[config.mk]
export PLATFORM = sky130hd
export DESIGN_NAME = fetch_unit_flat
export DESIGN_NICKNAME = d
export VERILOG_FILES = /design/src/rtl/fetch_pkg.sv /design/src/rtl/fetch_if.sv /design/src/rtl/fetch_fifo.sv /design/src/rtl/fetch_unit.sv /design/src/flat_wrapper.sv
export SDC_FILE = /design/constraint.sdc
export NUM_CORES = 1
export LEC_CHECK = 0
export ABC_AREA = 0
export BUFFER_PORTS_ARGS = -buffer_cell sky130_fd_sc_hd__buf_4
export CORE_MARGIN = 3
export CORE_UTILIZATION = 40
export CTS_BUF_LIST = sky130_fd_sc_hd__clkbuf_8 sky130_fd_sc_hd__clkbuf_16
export CTS_CLUSTER_SIZE = 30
export DETAILED_ROUTE_END_ITERATION = 7
export GPL_TIMING_DRIVEN = 1
export SETUP_SLACK_MARGIN = 0.15
export SYNTH_ARGS = -nofsm -noshare
export SYNTH_HDL_FRONTEND = slang
export SYNTH_HIERARCHICAL = 1
export SYNTH_SLANG_ARGS = --single-unit
[constraint.sdc]
create_clock -name clk -period 5.43 [get_ports clk]
set_input_delay 0 -clock clk [delete_from_list [all_inputs] [get_ports clk]]
set_output_delay 0 -clock clk [all_outputs]
set_load 0.05 [all_outputs]
[src/rtl/fetch_pkg.sv]
// Shared types and constants for the instruction fetch stage.
package fetch_pkg;

  localparam int unsigned FetchAddrW     = 8;
  localparam int unsigned FetchInstrW    = 16;
  localparam int unsigned FetchFifoDepth = 2;

  // Count must represent 0..depth inclusive.
  function automatic int unsigned cnt_width(input int unsigned depth);
    return $clog2(depth + 1);
  endfunction

  localparam int unsigned FetchCntW = cnt_width(FetchFifoDepth);

  typedef struct packed {
    logic [FetchInstrW-1:0] instr;
    logic [FetchAddrW-1:0]  pc;
  } fetch_entry_t;

endpackage

[src/rtl/fetch_if.sv]
// Fetch stage bus: counter load path, instruction memory and decode handshake.
interface fetch_if #(
  parameter int unsigned ADDR_W  = fetch_pkg::FetchAddrW,
  parameter int unsigned INSTR_W = fetch_pkg::FetchInstrW
);
  logic [ADDR_W-1:0]  pc_in;
  logic               pc_sel;
  logic [ADDR_W-1:0]  pc_next;
  logic               pc_dec;
  logic               imem_rd_en;
  logic [ADDR_W-1:0]  imem_addr;
  logic [INSTR_W-1:0] imem_rdata;
  logic               redirect_valid;
  logic [ADDR_W-1:0]  redirect_target;
  logic               instr_valid;
  logic [INSTR_W-1:0] instr;
  logic [ADDR_W-1:0]  instr_pc;
  logic               instr_ready;

  // Fetch unit side.
  modport master (
    input  pc_in, imem_rdata, redirect_valid, redirect_target, instr_ready,
    output pc_sel, pc_next, pc_dec, imem_rd_en, imem_addr, instr_valid, instr, instr_pc
  );

  // Counter / memory / execute / decode side.
  modport slave (
    output pc_in, imem_rdata, redirect_valid, redirect_target, instr_ready,
    input  pc_sel, pc_next, pc_dec, imem_rd_en, imem_addr, instr_valid, instr, instr_pc
  );
endinterface

[src/rtl/fetch_fifo.sv]
// Prefetch buffer: synchronous FIFO of fetch entries; flush beats push.
module fetch_fifo
  import fetch_pkg::*;
#(
  parameter int unsigned Depth = FetchFifoDepth
) (
  input  logic                       clk,
  input  logic                       reset,
  input  logic                       push_i,
  input  fetch_entry_t               push_data_i,
  input  logic                       pop_i,
  input  logic                       flush_i,
  output logic [cnt_width(Depth)-1:0] count_o,
  output fetch_entry_t               head_o
);
  localparam int unsigned CntW = cnt_width(Depth);
  localparam int unsigned PtrW = (Depth > 1) ? $clog2(Depth) : 1;

  fetch_entry_t    mem_q [Depth];
  logic [PtrW-1:0] wr_ptr_q, wr_ptr_d;
  logic [PtrW-1:0] rd_ptr_q, rd_ptr_d;
  logic [CntW-1:0] count_q, count_d;
  logic            do_push, do_pop;

  // Next-state for pointers and count; flush empties everything.
  always_comb begin
    do_pop   = pop_i && (count_q != '0);
    do_push  = push_i && ((count_q < CntW'(Depth)) || do_pop);
    wr_ptr_d = wr_ptr_q;
    rd_ptr_d = rd_ptr_q;
    count_d  = count_q;
    if (flush_i) begin
      wr_ptr_d = '0;
      rd_ptr_d = '0;
      count_d  = '0;
    end else begin
      if (do_push) wr_ptr_d = wr_ptr_q + PtrW'(1);
      if (do_pop)  rd_ptr_d = rd_ptr_q + PtrW'(1);
      unique case ({do_push, do_pop})
        2'b10:   count_d = count_q + CntW'(1);
        2'b01:   count_d = count_q - CntW'(1);
        default: count_d = count_q;
      endcase
    end
  end

  // State and storage registers; storage clears so the head reads zero out of reset.
  always_ff @(posedge clk or posedge reset) begin
    if (reset) begin
      wr_ptr_q <= '0;
      rd_ptr_q <= '0;
      count_q  <= '0;
      for (int i = 0; i < int'(Depth); i++) mem_q[i] <= '0;
    end else begin
      wr_ptr_q <= wr_ptr_d;
      rd_ptr_q <= rd_ptr_d;
      count_q  <= count_d;
      if (do_push && !flush_i) mem_q[wr_ptr_q] <= push_data_i;
    end
  end

  assign count_o = count_q;
  assign head_o  = mem_q[rd_ptr_q];

endmodule

[src/rtl/fetch_unit.sv]
// Instruction fetch stage: drives the PC counter load path, issues imem reads
// and buffers returned words for decode. Define FETCH_BYPASS_EN to let a
// returning word reach decode in its return cycle when the buffer is empty.
module fetch_unit
  import fetch_pkg::*;
#(
  parameter int unsigned ADDR_W     = FetchAddrW,
  parameter int unsigned INSTR_W    = FetchInstrW,
  parameter int unsigned FIFO_DEPTH = FetchFifoDepth
) (
  input  logic    clk,
  input  logic    reset,
  fetch_if.master bus
);
  localparam int unsigned CntW = cnt_width(FIFO_DEPTH);
  localparam int unsigned OccW = CntW + 1;

  logic [CntW-1:0]   fifo_count;
  fetch_entry_t      fifo_head;
  fetch_entry_t      push_data;
  logic              fifo_valid;
  logic              fifo_push;
  logic              fifo_pop;
  logic              pop_hs;
  logic              bypass;
  logic              issue;
  logic [OccW-1:0]   occ_rem;
  logic              inflight_q, inflight_d;
  logic [ADDR_W-1:0] tag_q, tag_d;

  fetch_fifo #(
    .Depth(FIFO_DEPTH)
  ) u_fifo (
    .clk         (clk),
    .reset       (reset),
    .push_i      (fifo_push),
    .push_data_i (push_data),
    .pop_i       (fifo_pop),
    .flush_i     (bus.redirect_valid),
    .count_o     (fifo_count),
    .head_o      (fifo_head)
  );

  // Issue decision, counter control, decode outputs and buffer push/pop.
  always_comb begin
    fifo_valid = (fifo_count != '0);
`ifdef FETCH_BYPASS_EN
    bypass = !fifo_valid && inflight_q && !bus.redirect_valid;
`else
    bypass = 1'b0;
`endif
    if (bypass) begin
      bus.instr_valid = 1'b1;
      bus.instr       = bus.imem_rdata;
      bus.instr_pc    = tag_q;
    end else begin
      bus.instr_valid = fifo_valid;
      bus.instr       = fifo_head.instr;
      bus.instr_pc    = fifo_head.pc;
    end

    pop_hs   = bus.instr_valid && bus.instr_ready;
    fifo_pop = fifo_valid && bus.instr_ready;

    // A pop this cycle frees a slot for the issue decision.
    occ_rem = OccW'(fifo_count) + OccW'(inflight_q) - OccW'(pop_hs);
    issue   = !bus.redirect_valid && (occ_rem < OccW'(FIFO_DEPTH));

    // A word handed straight to decode is not also buffered.
    fifo_push       = inflight_q && !bus.redirect_valid && !(bypass && bus.instr_ready);
    push_data.instr = bus.imem_rdata;
    push_data.pc    = tag_q;

    bus.imem_rd_en = issue;
    bus.imem_addr  = bus.pc_in;
    bus.pc_sel     = !issue;
    bus.pc_next    = bus.redirect_valid ? bus.redirect_target : bus.pc_in;
    bus.pc_dec     = 1'b0;

    inflight_d = issue;
    tag_d      = issue ? bus.pc_in : tag_q;
  end

  // In-flight flag and address tag of the outstanding read.
  always_ff @(posedge clk or posedge reset) begin
    if (reset) begin
      inflight_q <= 1'b0;
      tag_q      <= '0;
    end else begin
      inflight_q <= inflight_d;
      tag_q      <= tag_d;
    end
  end

endmodule
[src/flat_wrapper.sv]
// flat-port wrapper written by rule: the top's interface ports become plain ports
module fetch_unit_flat import fetch_pkg::*;
#(
  parameter int unsigned ADDR_W     = FetchAddrW,
  parameter int unsigned INSTR_W    = FetchInstrW,
  parameter int unsigned FIFO_DEPTH = FetchFifoDepth
)
  (clk, reset, bus_pc_in, bus_imem_rdata, bus_redirect_valid, bus_redirect_target, bus_instr_ready, bus_pc_sel, bus_pc_next, bus_pc_dec, bus_imem_rd_en, bus_imem_addr, bus_instr_valid, bus_instr, bus_instr_pc);
  fetch_if #(.ADDR_W(ADDR_W), .INSTR_W(INSTR_W)) bus_i ();
  input  logic clk;
  input  logic reset;
  input wire logic [$bits(bus_i.pc_in)-1:0] bus_pc_in;
  input wire logic [$bits(bus_i.imem_rdata)-1:0] bus_imem_rdata;
  input wire logic [$bits(bus_i.redirect_valid)-1:0] bus_redirect_valid;
  input wire logic [$bits(bus_i.redirect_target)-1:0] bus_redirect_target;
  input wire logic [$bits(bus_i.instr_ready)-1:0] bus_instr_ready;
  output wire logic [$bits(bus_i.pc_sel)-1:0] bus_pc_sel;
  output wire logic [$bits(bus_i.pc_next)-1:0] bus_pc_next;
  output wire logic [$bits(bus_i.pc_dec)-1:0] bus_pc_dec;
  output wire logic [$bits(bus_i.imem_rd_en)-1:0] bus_imem_rd_en;
  output wire logic [$bits(bus_i.imem_addr)-1:0] bus_imem_addr;
  output wire logic [$bits(bus_i.instr_valid)-1:0] bus_instr_valid;
  output wire logic [$bits(bus_i.instr)-1:0] bus_instr;
  output wire logic [$bits(bus_i.instr_pc)-1:0] bus_instr_pc;
  assign bus_i.pc_in = bus_pc_in;
  assign bus_i.imem_rdata = bus_imem_rdata;
  assign bus_i.redirect_valid = bus_redirect_valid;
  assign bus_i.redirect_target = bus_redirect_target;
  assign bus_i.instr_ready = bus_instr_ready;
  assign bus_pc_sel = bus_i.pc_sel;
  assign bus_pc_next = bus_i.pc_next;
  assign bus_pc_dec = bus_i.pc_dec;
  assign bus_imem_rd_en = bus_i.imem_rd_en;
  assign bus_imem_addr = bus_i.imem_addr;
  assign bus_instr_valid = bus_i.instr_valid;
  assign bus_instr = bus_i.instr;
  assign bus_instr_pc = bus_i.instr_pc;
  fetch_unit #(.ADDR_W(ADDR_W), .INSTR_W(INSTR_W), .FIFO_DEPTH(FIFO_DEPTH)) u_core (.clk(clk), .reset(reset), .bus(bus_i));
endmodule
==> impl_results.md, run 1 <==
- RSZ-0062 raised after global routing: no
- Crit Path Max Fanout: 11
- Pwr Density: ~540 mW/mm^2
- Worst-skew pair later-pin latency: 330 ps
- Final Cycle Share: 0.660
- Total gr overflow: 0
- Clock-pin slew on the worst setup and hold paths: roughly 70 ps
- R2r setup slk: slightly above 2000 ps
- Post-synthesis cell type count: 29
- Final Net Count: 338
- Largest net degree at the start of global routing: 50
- Worst EP arrival: 3580 ps
- Max-cap viol count: 0
- Diode count: 0
- Via density: 4.63
- Post-synthesis compound-gate area fraction: 0.0153
- Initial antenna violation count: 0
- DR iter-0 viols: 30
- Drt pass-1 iters: 4
- Buffers & Inverters on Critical Path: 1
- Routed WL: between 5000 and 6000 um
- Kind of critical path: reg2out
- Post-synth net total: 239
- Core Region: 0.00729 mm^2
- Tmin final: 3580 ps
- Die Y: 92.9 um
- Synth Area in XOR/XNOR: 0.00580
- Setup-failing EPs final: 0
- Clk root buf: clkbuf_8
- Synthesized flop and latch total: approximately 60
- Slew headroom: 0.309
- CP top delay family: simple AND/OR/NAND/NOR gates
- Fraction of final layout cells with drive strength greater than 1: 0.626
- Synth Instances: 201
- Number of I/O port buffers: 78
- Post-CTS setup buffer count: 0
- Max Transition Viols Final: 0
- Syn_area_per_cell: between 15 and 20 um^2
- Worst EP required: 5430 ps
- Mux cell area share after synthesis: 0.363
- DR vias: 1869
- TritonCTS Sinks: 61
- Critical path depth: 8
- Critical path's slowest cell: nor3b_2
- Slowest stage delay, CP: 830 ps
- TritonCTS clock tree: done
- Die ar.: roughly 0.0086 mm^2
- Fmax: between 0.2 and 0.3 GHz
- DR WL/cell: between 10 and 15 um
- R2r startpoint: u_core/u_fifo/count_o[1]
- Final ANT Viol Nets: 0
- Critical Path Start: u_core/u_fifo/count_o[1]
- Yosys warns: 6
- CTS max path bufs: 2
- VDD IR-drop max: ~0.00019 V
- Area Overhead vs Synth: 36.1%
- Hold Crit Class: in2async
- Worst setup SP type: flip-flop
- Worst r2r dst: u_core/tag_q[0]
- Status: completed
- CP Cell Sequence: or2_2 -> and2_1 -> ha_1 -> nand2b_1 -> fa_1 -> xor2_1 -> nor3b_2 -> buf_4
- Total GRT Usage: 0.138
- Most frequent cells in the layout: buf_4 (81), dfrtp_1 (61), mux2_2 (60)
- Final WS setup: 1850 ps
- DP Worst Slack: 2070 ps
- DRC violations left: 0
- Final worst clock skew: 7.13 ps
- Die Wd: 92.9 um
- Gpl congestion: between 0.7 and 0.8
- Area share of fa/ha/maj cells after synthesis: 0.0108
- Starting Density: 0.414
- DP HPWL: 3620 um
- Global-route wire length before repair: 9270 um
- Setup TNS: 0 ps
- Row Count: 31
- Worst slew pin tran: 1030 ps
- Final Hold Vio Count: 0
- Vias in the first global route: just under 2000
- Post-Synth Simple-Gate Area: 0.0360
- H-tree depth: 3
- Seq/Total Area, Yosys: 0.505
- Total CTS buffers: 9
- Static leakage: 1.97 nW
- Most common cell after layout, fill and taps aside: buf_4
- I/O pins: 80
- Crit. End Element: output port
- Largest family of logic cells by synthesized area: multiplexers
- Reg2reg path depth: 8
- Post-Syn Area: 0.00302 mm^2
## metrics by stage
stage / power (W) / instance area, um^2 / utilization / hold slack, ps / cells
6_report: 0.00221 / 4110 / 0.564 / 90.3 / 404
5_1_grt: 0.00233 / 4110 / 0.564 / 68.8 / 404
4_1_cts: 0.00224 / 4110 / 0.564 / 73.9 / 404
3_5_place_dp: 0.00171 / 3590 / 0.493 / -110 / 362
3_3_place_gp: 0.00169 / 3590 / 0.493 / -110 / 362
2_1_floorplan: 0.00147 / 3020 / - / -172 / 201
## synthesized netlist by cell type
cell type	instances	area share
and2_1	1	0.0021
or3_2	1	0.0025
nand2b_1	1	0.0021
conb_1	1	0.0012
fa_1	1	0.0066
clkbuf_1	1	0.0012
or2_2	1	0.0021
nand3b_1	1	0.0025
nor2_1	3	0.0037
inv_1	6	0.0075
o21a_1	1	0.0025
and2b_1	1	0.0025
xor2_1	2	0.0058
nand2_1	1	0.0012
buf_6	3	0.011
buf_12	2	0.013
mux2_2	60	0.22
buf_4	11	0.027
dfrtp_1	61	0.51
o21ai_0	4	0.0066
or4b_4	1	0.0046
mux2_4	28	0.14
a21oi_1	2	0.0033
nor2b_4	1	0.0046
ha_1	1	0.0041
nor4_2	1	0.0041
a221oi_1	1	0.0029
nor3b_2	1	0.0041
buf_1	2	0.0025
## per-layer routing
metal	up-vias	wire, um	share of wire	global-route usage
met5	-	0	0	0
met4	0	63	0.011	0.0440
met3	7	461	0.082	0.0609
met2	73	2560	0.45	0.212
met1	896	2560	0.45	0.175
li1	893	-	-	-
## worst reg2reg max path, cell delays in order, from the launching register on
cell and delay, ps:
dfrtp_1 490, or2_2 330, and2_1 240, ha_1 300, nand2b_1 160, fa_1 390
xor2_1 160, nor3b_2 830, mux2_4 350
## flip-flops by register name, summed over array words and instances (netlist names)
signal,cells
u_core/u_fifo/count_o,2
u_core/u_fifo/mem_q,48
u_core/u_fifo/wr_ptr_q,1
u_core/tag_q,8
u_core/u_fifo/rd_ptr_q,1
u_core/inflight_q,1
## worst max-delay path by stage
stage	end	slack, ps
final	bus_imem_rd_en	1850
after detailed placement	u_core/tag_q[2]	2070
after global placement	u_core/tag_q[5]	2150
after floorplan	u_core/tag_q[0]	2460
after global routing	bus_pc_sel	1650
after CTS	bus_imem_rd_en	1820
## power breakdown
part           switching (W)  internal (W)
Combinational       0.000539      0.000431
Sequential         0.0000957      0.000639
Clock               0.000164      0.000341
## final cells by class
class | instances | area, um^2
clock buffer | 12 | 165
timing repair buffer | 107 | 868
clock inverter | 4 | 93.8
sequential | 61 | 1530
fill | 621 | 3180
tap | 99 | 124
inverter | 6 | 22.5
multi-input combinational | 115 | 1310
## cell families after synthesis
logic type | Yosys count
multiplexers | 88
flip-flops | 61
buffers and inverters | 25
AND/OR/NAND/NOR | 14
AO/OA/AOI/OAI | 8
adder cells (fa/ha/maj) | 2
XOR/XNOR | 2
other | 1
## repair_timing
action                    in CTS  in global routing
hold endpoints to repair     104                  0
resized for setup              0                  0
hold buffers                  26                  0
(Power assumes the default switching activity.)
==> run 2: changes to the inputs <==
--- a/config.mk
+++ b/config.mk
@@ -13,6 +13,7 @@
 export CTS_CLUSTER_SIZE = 30
 export DETAILED_ROUTE_END_ITERATION = 7
 export GPL_TIMING_DRIVEN = 1
+export PLACE_DENSITY = 0.66
 export SETUP_SLACK_MARGIN = 0.15
 export SYNTH_ARGS = -nofsm -noshare
 export SYNTH_HDL_FRONTEND = slang
==> constraint.sdc (replaced) <==
create_clock -name clk -period 2.9 [get_ports clk]
set_input_delay 0 -clock clk [delete_from_list [all_inputs] [get_ports clk]]
set_output_delay 0 -clock clk [all_outputs]
set_load 0.05 [all_outputs]
==> impl_results.md, run 2 (same netlist as run 1, synthesis figures left out) <==
- Status: completed
- Setup TNS: 0 ps (unchanged)
- Worst EP required: 2900 ps (-2530 ps)
- Final ANT Viol Nets: 0 (unchanged)
- Fmax: 0.384 GHz
- Row Count: 31 (unchanged)
- RSZ-0062 raised after global routing: no
- Largest net degree at the start of global routing: 29 (-42%)
- Clk root buf: clkbuf_8
- Max reg flops: 48 (unchanged)
- Max Transition Viols Final: 0 (unchanged)
- CTS max path bufs: 2 (unchanged)
- Internal: 0.00255 W (+81%)
- VDD IR-drop max: 0.000419 V (+120%)
- Routed WL: 5740 um (+1.6%)
- Sw frac: 0.372 (+0.0103)
- Tmin final: 2610 ps
- Starting Density: 0.414 (unchanged)
- Global-route wire length before repair: 9540 um (+2.9%)
- Die Wd: 92.9 um (unchanged)
- DP HPWL: 3900 um (+7.7%)
- Crit Path Max Fanout: 6 (-5)
- Worst slew pin tran: 575 ps (-457 ps)
- TritonCTS clock tree: done
- Kind of critical path: reg2out
- Final Hold Vio Count: 0 (unchanged)
- Worst-skew pair later-pin latency: 330 ps (about the same)
- Vias in the first global route: 1992 (+2.5%)
- Clock-pin slew on the worst setup and hold paths: 60 ps (about the same)
- Net Switching: 0.00151 W (+89%)
- Drt pass-1 iters: 4 (unchanged)
- Sequential Power Share: 0.340 (+0.007)
- Via density: 4.64 (+0.26%)
- Number of I/O port buffers: 78 (unchanged)
- HP Start: bus_instr_ready
- Power share of the combinational group: 0.456 (+0.017)
- Max-cap viol count: 0 (unchanged)
- DR vias: 1897 (+1.5%)
- Total GRT Usage: 0.143 (+0.00480)
- DR iter-0 viols: 19 (-37%)
- TritonCTS Sinks: 61 (unchanged)
- Total power: 0.00406 W (+84%)
- Static leakage: 1.99 nW (+0.75%)
- Crit. End Element: output port
- Critical Path Start: u_core/u_fifo/count_o[1]
- Hold Crit Class: in2reg
- Fraction of final layout cells with drive strength greater than 1: 0.645 (+0.0189)
- Post-Layout Cell Count: 409 (+1.2%)
- Slew headroom: 0.616 (+0.307)
- Worst setup SP type: flip-flop
- R2r startpoint: u_core/u_fifo/count_o[1]
- Final Net Count: 343 (+1.5%)
- Most common cell after layout, fill and taps aside: buf_4
- Diode count: 0 (unchanged)
- Total gr overflow: 0 (unchanged)
- Die ar.: 0.00863 mm^2 (unchanged)
- DRC violations left: 0 (unchanged)
- Placed cell area: 0.00362 mm^2 (+0.66%)
- # placed instances: 364 (+0.55%)
- Total CTS buffers: 9 (unchanged)
- Area Overhead vs Synth: 37.1%
- Pwr Density: 980 mW/mm^2 (+83%)
- Initial antenna violation count: 0 (unchanged)
- Largest register by flop count: u_core/u_fifo/mem_q
- Worst EP arrival: 2610 ps (-970 ps)
- DR WL/cell: 14.0 um (+0.35%)
- Clk pwr share: 0.204 (-0.024)
- Most frequent cells in the layout: buf_4 (84), mux2_2 (60), dfrtp_1 (59)
- Cell area after layout: 0.00414 mm^2 (+0.73%)
- Final worst clock skew: 4.39 ps (-2.74 ps)
- Die Y: 92.9 um (unchanged)
- I/O pins: 80 (unchanged)
- Final Cycle Share: 0.899
- Setup-failing EPs final: 0 (unchanged)
- H-tree depth: 3 (unchanged)
- Core Region: 0.00729 mm^2 (unchanged)
- Gpl congestion: 0.673 (-4.3%)
run 2: power groups by stage:
stage / Clock, W / Sequential, W / Combinational (W)
after floorplan: 0 / 0.00133 / 0.00142
after global placement: 0 / 0.00138 / 0.00179
after detailed placement: 0 / 0.00140 / 0.00181
after global routing: 0.000899 / 0.00143 / 0.00195
after CTS: 0.000858 / 0.00139 / 0.00187
final: 0.000829 / 0.00138 / 0.00185
run 2: final timing paths:
path	endpoint	slack, ps	depth (start not counted)
min in group asynchronous	u_core/tag_q[6]	190	3
max	bus_pc_sel	290	10
min	u_core/u_fifo/count_o[0]	150	4
min reg2reg	u_core/u_fifo/mem_q[12]	500	1
max in group asynchronous	u_core/u_fifo/mem_q[33]	1860	4
max reg2reg	u_core/tag_q[2]	300	10
run 2: layout make-up:
type / instances / area, um^2
clock inverter: 5 / 73.8
fill: 629 / 3150
clock buffer: 11 / 151
inverter: 6 / 22.5
multi-input combinational: 115 / 1320
tap: 99 / 124
timing repair buffer: 112 / 922
sequential: 61 / 1530
run 2: worst max-delay path, stage by stage (launching register included):
cell	delay, ps
dfrtp_2	400
or2_4	250
and2_4	160
ha_1	270
nand2b_1	150
fa_2	330
xor2_1	150
nor3b_2	200
buf_6	140
inv_1	40
buf_4	180
run 2: what timing repair did:
item,CTS,global route
resized for setup,1,1
hold buffers,26,0
setup buffers,2,1
endpoints found under the setup margin,2,1
endpoints found under the hold margin,79,0
run 2: per-layer routing:
metal | GRT usage | share of wire
met1 | 0.179 | 0.42
met3 | 0.0479 | 0.071
met5 | 0 | 0
met2 | 0.229 | 0.49
met4 | 0.0549 | 0.011
run 2: metrics by stage:
step	utilization	hold slack, ps	setup slack [ps]
after floorplan	-	-172	160
after global placement	0.496	-11.1	262
after detailed placement	0.496	-10.2	215
after CTS	0.567	140	219
after global routing	0.568	174	174
final	0.568	148	293
==> run 3: changes to the inputs <==
--- a/config.mk
+++ b/config.mk
@@ -13,6 +13,7 @@
 export CTS_CLUSTER_SIZE = 30
 export DETAILED_ROUTE_END_ITERATION = 7
 export GPL_TIMING_DRIVEN = 1
+export MAX_ROUTING_LAYER = met4
 export PLACE_DENSITY = 0.66
 export SETUP_SLACK_MARGIN = 0.15
 export SYNTH_ARGS = -nofsm -noshare
==> impl_results.md, run 3 (same netlist as run 1, synthesis figures left out) <==
- Status: completed
- Gpl congestion: 0.680 (+0.98%)
- Static leakage: 1.99 nW (unchanged)
- Worst EP arrival: 2610 ps (about the same)
- Diode count: 0 (unchanged)
- Internal: 0.00255 W (about the same)
- Final Cycle Share: 0.899 (about the same)
- Most frequent cells in the layout: buf_4 (84), mux2_2 (60), dfrtp_1 (59)
- DRC violations left: 0 (unchanged)
- Critical Path Start: u_core/u_fifo/count_o[1]
- Fraction of final layout cells with drive strength greater than 1: 0.645 (unchanged)
- Clk pwr share: 0.204 (about the same)
- Core Util, Final: 0.568 (unchanged)
- Drt pass-1 iters: 4 (unchanged)
- Total GRT Usage: 0.147 (+0.00415)
- Kind of critical path: reg2out
- Number of I/O port buffers: 78 (unchanged)
- Die Y: 92.9 um (unchanged)
- Worst setup SP type: flip-flop
- Placed cell area: 0.00362 mm^2 (unchanged)
- Core Region: 0.00729 mm^2 (unchanged)
- Final Net Count: 343 (unchanged)
- Worst EP required: 2900 ps (about the same)
- Most common cell after layout, fill and taps aside: buf_4
- Die Wd: 92.9 um (unchanged)
- Sw frac: 0.372 (about the same)
- Hold_ws: 149 ps (+1.64 ps)
- Setup-failing EPs final: 0 (unchanged)
- Starting Density: 0.414 (unchanged)
- Routed WL: 5740 um (+0.10%)
- Total CTS buffers: 9 (unchanged)
- Power share of the combinational group: 0.456 (about the same)
- Area Overhead vs Synth: 37.1% (unchanged)
- TritonCTS clock tree: done
- RSZ-0062 raised after global routing: no
- Crit Path Max Fanout: 6 (unchanged)
- Slowest stage delay, CP: 400 ps (about the same)
- R2r startpoint: u_core/u_fifo/count_o[1]
- Slew headroom: 0.617 (+0.00111)
- Total gr overflow: 0 (unchanged)
- TritonCTS Sinks: 61 (unchanged)
- R2r setup slk: 300 ps (about the same)
- Fmax: 0.384 GHz (about the same)
- Largest net degree at the start of global routing: 29 (unchanged)
- Hold Crit Class: in2reg
- Sequential Power Share: 0.340 (about the same)
- Global-route wire length before repair: 9560 um (+0.29%)
- Worst-skew pair later-pin latency: 330 ps (about the same)
- DP HPWL: 3900 um (unchanged)
- VDD IR-drop max: 0.000419 V (about the same)
- Final ANT Viol Nets: 0 (unchanged)
- Clock-pin slew on the worst setup and hold paths: 60 ps (about the same)
- H-tree depth: 3 (unchanged)
- I/O pins: 80 (unchanged)
- Row Count: 31 (unchanged)
- Worst slew pin tran: 573 ps (-1.67 ps)
- Net Switching: 0.00151 W (about the same)
- Cell area after layout: 0.00414 mm^2 (unchanged)
- CTS max path bufs: 2 (unchanged)
- CP Cell Sequence: or2_4 -> and2_4 -> ha_1 -> nand2b_1 -> fa_2 -> xor2_1 -> nor3b_2 -> buf_6 -> inv_1 -> buf_4
- Setup TNS: 0 ps (unchanged)
- Tmin final: 2610 ps (-0.878 ps)
- Max Transition Viols Final: 0 (unchanged)
- DR iter-0 viols: 22 (+3)
- Initial antenna violation count: 0 (unchanged)
- Max-cap viol count: 0 (unchanged)
- Max reg flops: 48 (unchanged)
- Vias in the first global route: 1996 (+0.20%)
- Via density: 4.67 (+0.58%)
- HP Start: bus_instr_ready
- Pwr Density: 980 mW/mm^2 (about the same)
- Crit. End Element: output port
- Critical path's slowest cell: dfrtp_2
- Largest register by flop count: u_core/u_fifo/mem_q
- Final Hold Vio Count: 0 (unchanged)
- Clk root buf: clkbuf_8
- DR vias: 1908 (+0.58%)
- DR WL/cell: 14.0 um (+0.10%)
- Die ar.: 0.00863 mm^2 (unchanged)
- Final worst clock skew: 4.19 ps (-0.200 ps)
-- run 3: stage by stage --
| stage | setup slack, ps | power (W) | cells |
|---|---|---|---|
| 2_1_floorplan | 160 | 0.00275 | 201 |
| 3_3_place_gp | 262 | 0.00317 | 364 |
| 3_5_place_dp | 215 | 0.00321 | 364 |
| 4_1_cts | 219 | 0.00411 | 408 |
| 5_1_grt | 174 | 0.00428 | 409 |
| 6_report | 294 | 0.00406 | 409 |
-- run 3: metal layers --
layer | vias to the layer above | global-route usage | routed length [um]
met2 | 72 | 0.229 | 2810
met3 | 4 | 0.0463 | 424
met4 | 0 | 0.0549 | 47
met1 | 925 | 0.181 | 2460
li1 | 907 | - | -
met5 | - | - | 0
-- run 3: repair_timing --
action | CTS | global route
hold buffers | 26 | 0
cloned | 0 | 0
gates resized for setup | 1 | 1
setup buffers | 2 | 1
hold endpoints to repair | 79 | 0
setup endpoints to repair | 2 | 1
-- run 3: power groups by stage --
stage	Combinational, W	Clock, W	Sequential (W)
after floorplan	0.00142	0	0.00133
after global placement	0.00179	0	0.00138
after detailed placement	0.00181	0	0.00140
after CTS	0.00187	0.000858	0.00139
after global routing	0.00195	0.000901	0.00143
final	0.00185	0.000828	0.00138
-- run 3: path summary, 6_finish.rpt --
check,end,depth (start not counted)
worst max-delay path,bus_pc_sel,10
worst min-delay path,u_core/u_fifo/count_o[0],4
worst max register to register,u_core/tag_q[2],10
worst min register to register,u_core/u_fifo/mem_q[12],1
max in group asynchronous,u_core/u_fifo/mem_q[33],4
min in group asynchronous,u_core/tag_q[4],3
-- run 3: critical path, delay by kind of cell (launching register included) --
kind	cells	cell delay [ps]
simple gates	4	760
fa+ha+maj	2	600
flops	1	400
buf+inv	3	360
xor+xnor	1	150
-- run 3: cell type report --
type	count	area, um^2
repair buffers	112	922
clock inverters	5	73.8
flip-flops and latches	61	1530
inverters	6	22.5
clock buffers	11	151
well taps	99	124
fillers	629	3150
multi-input cells	115	1320
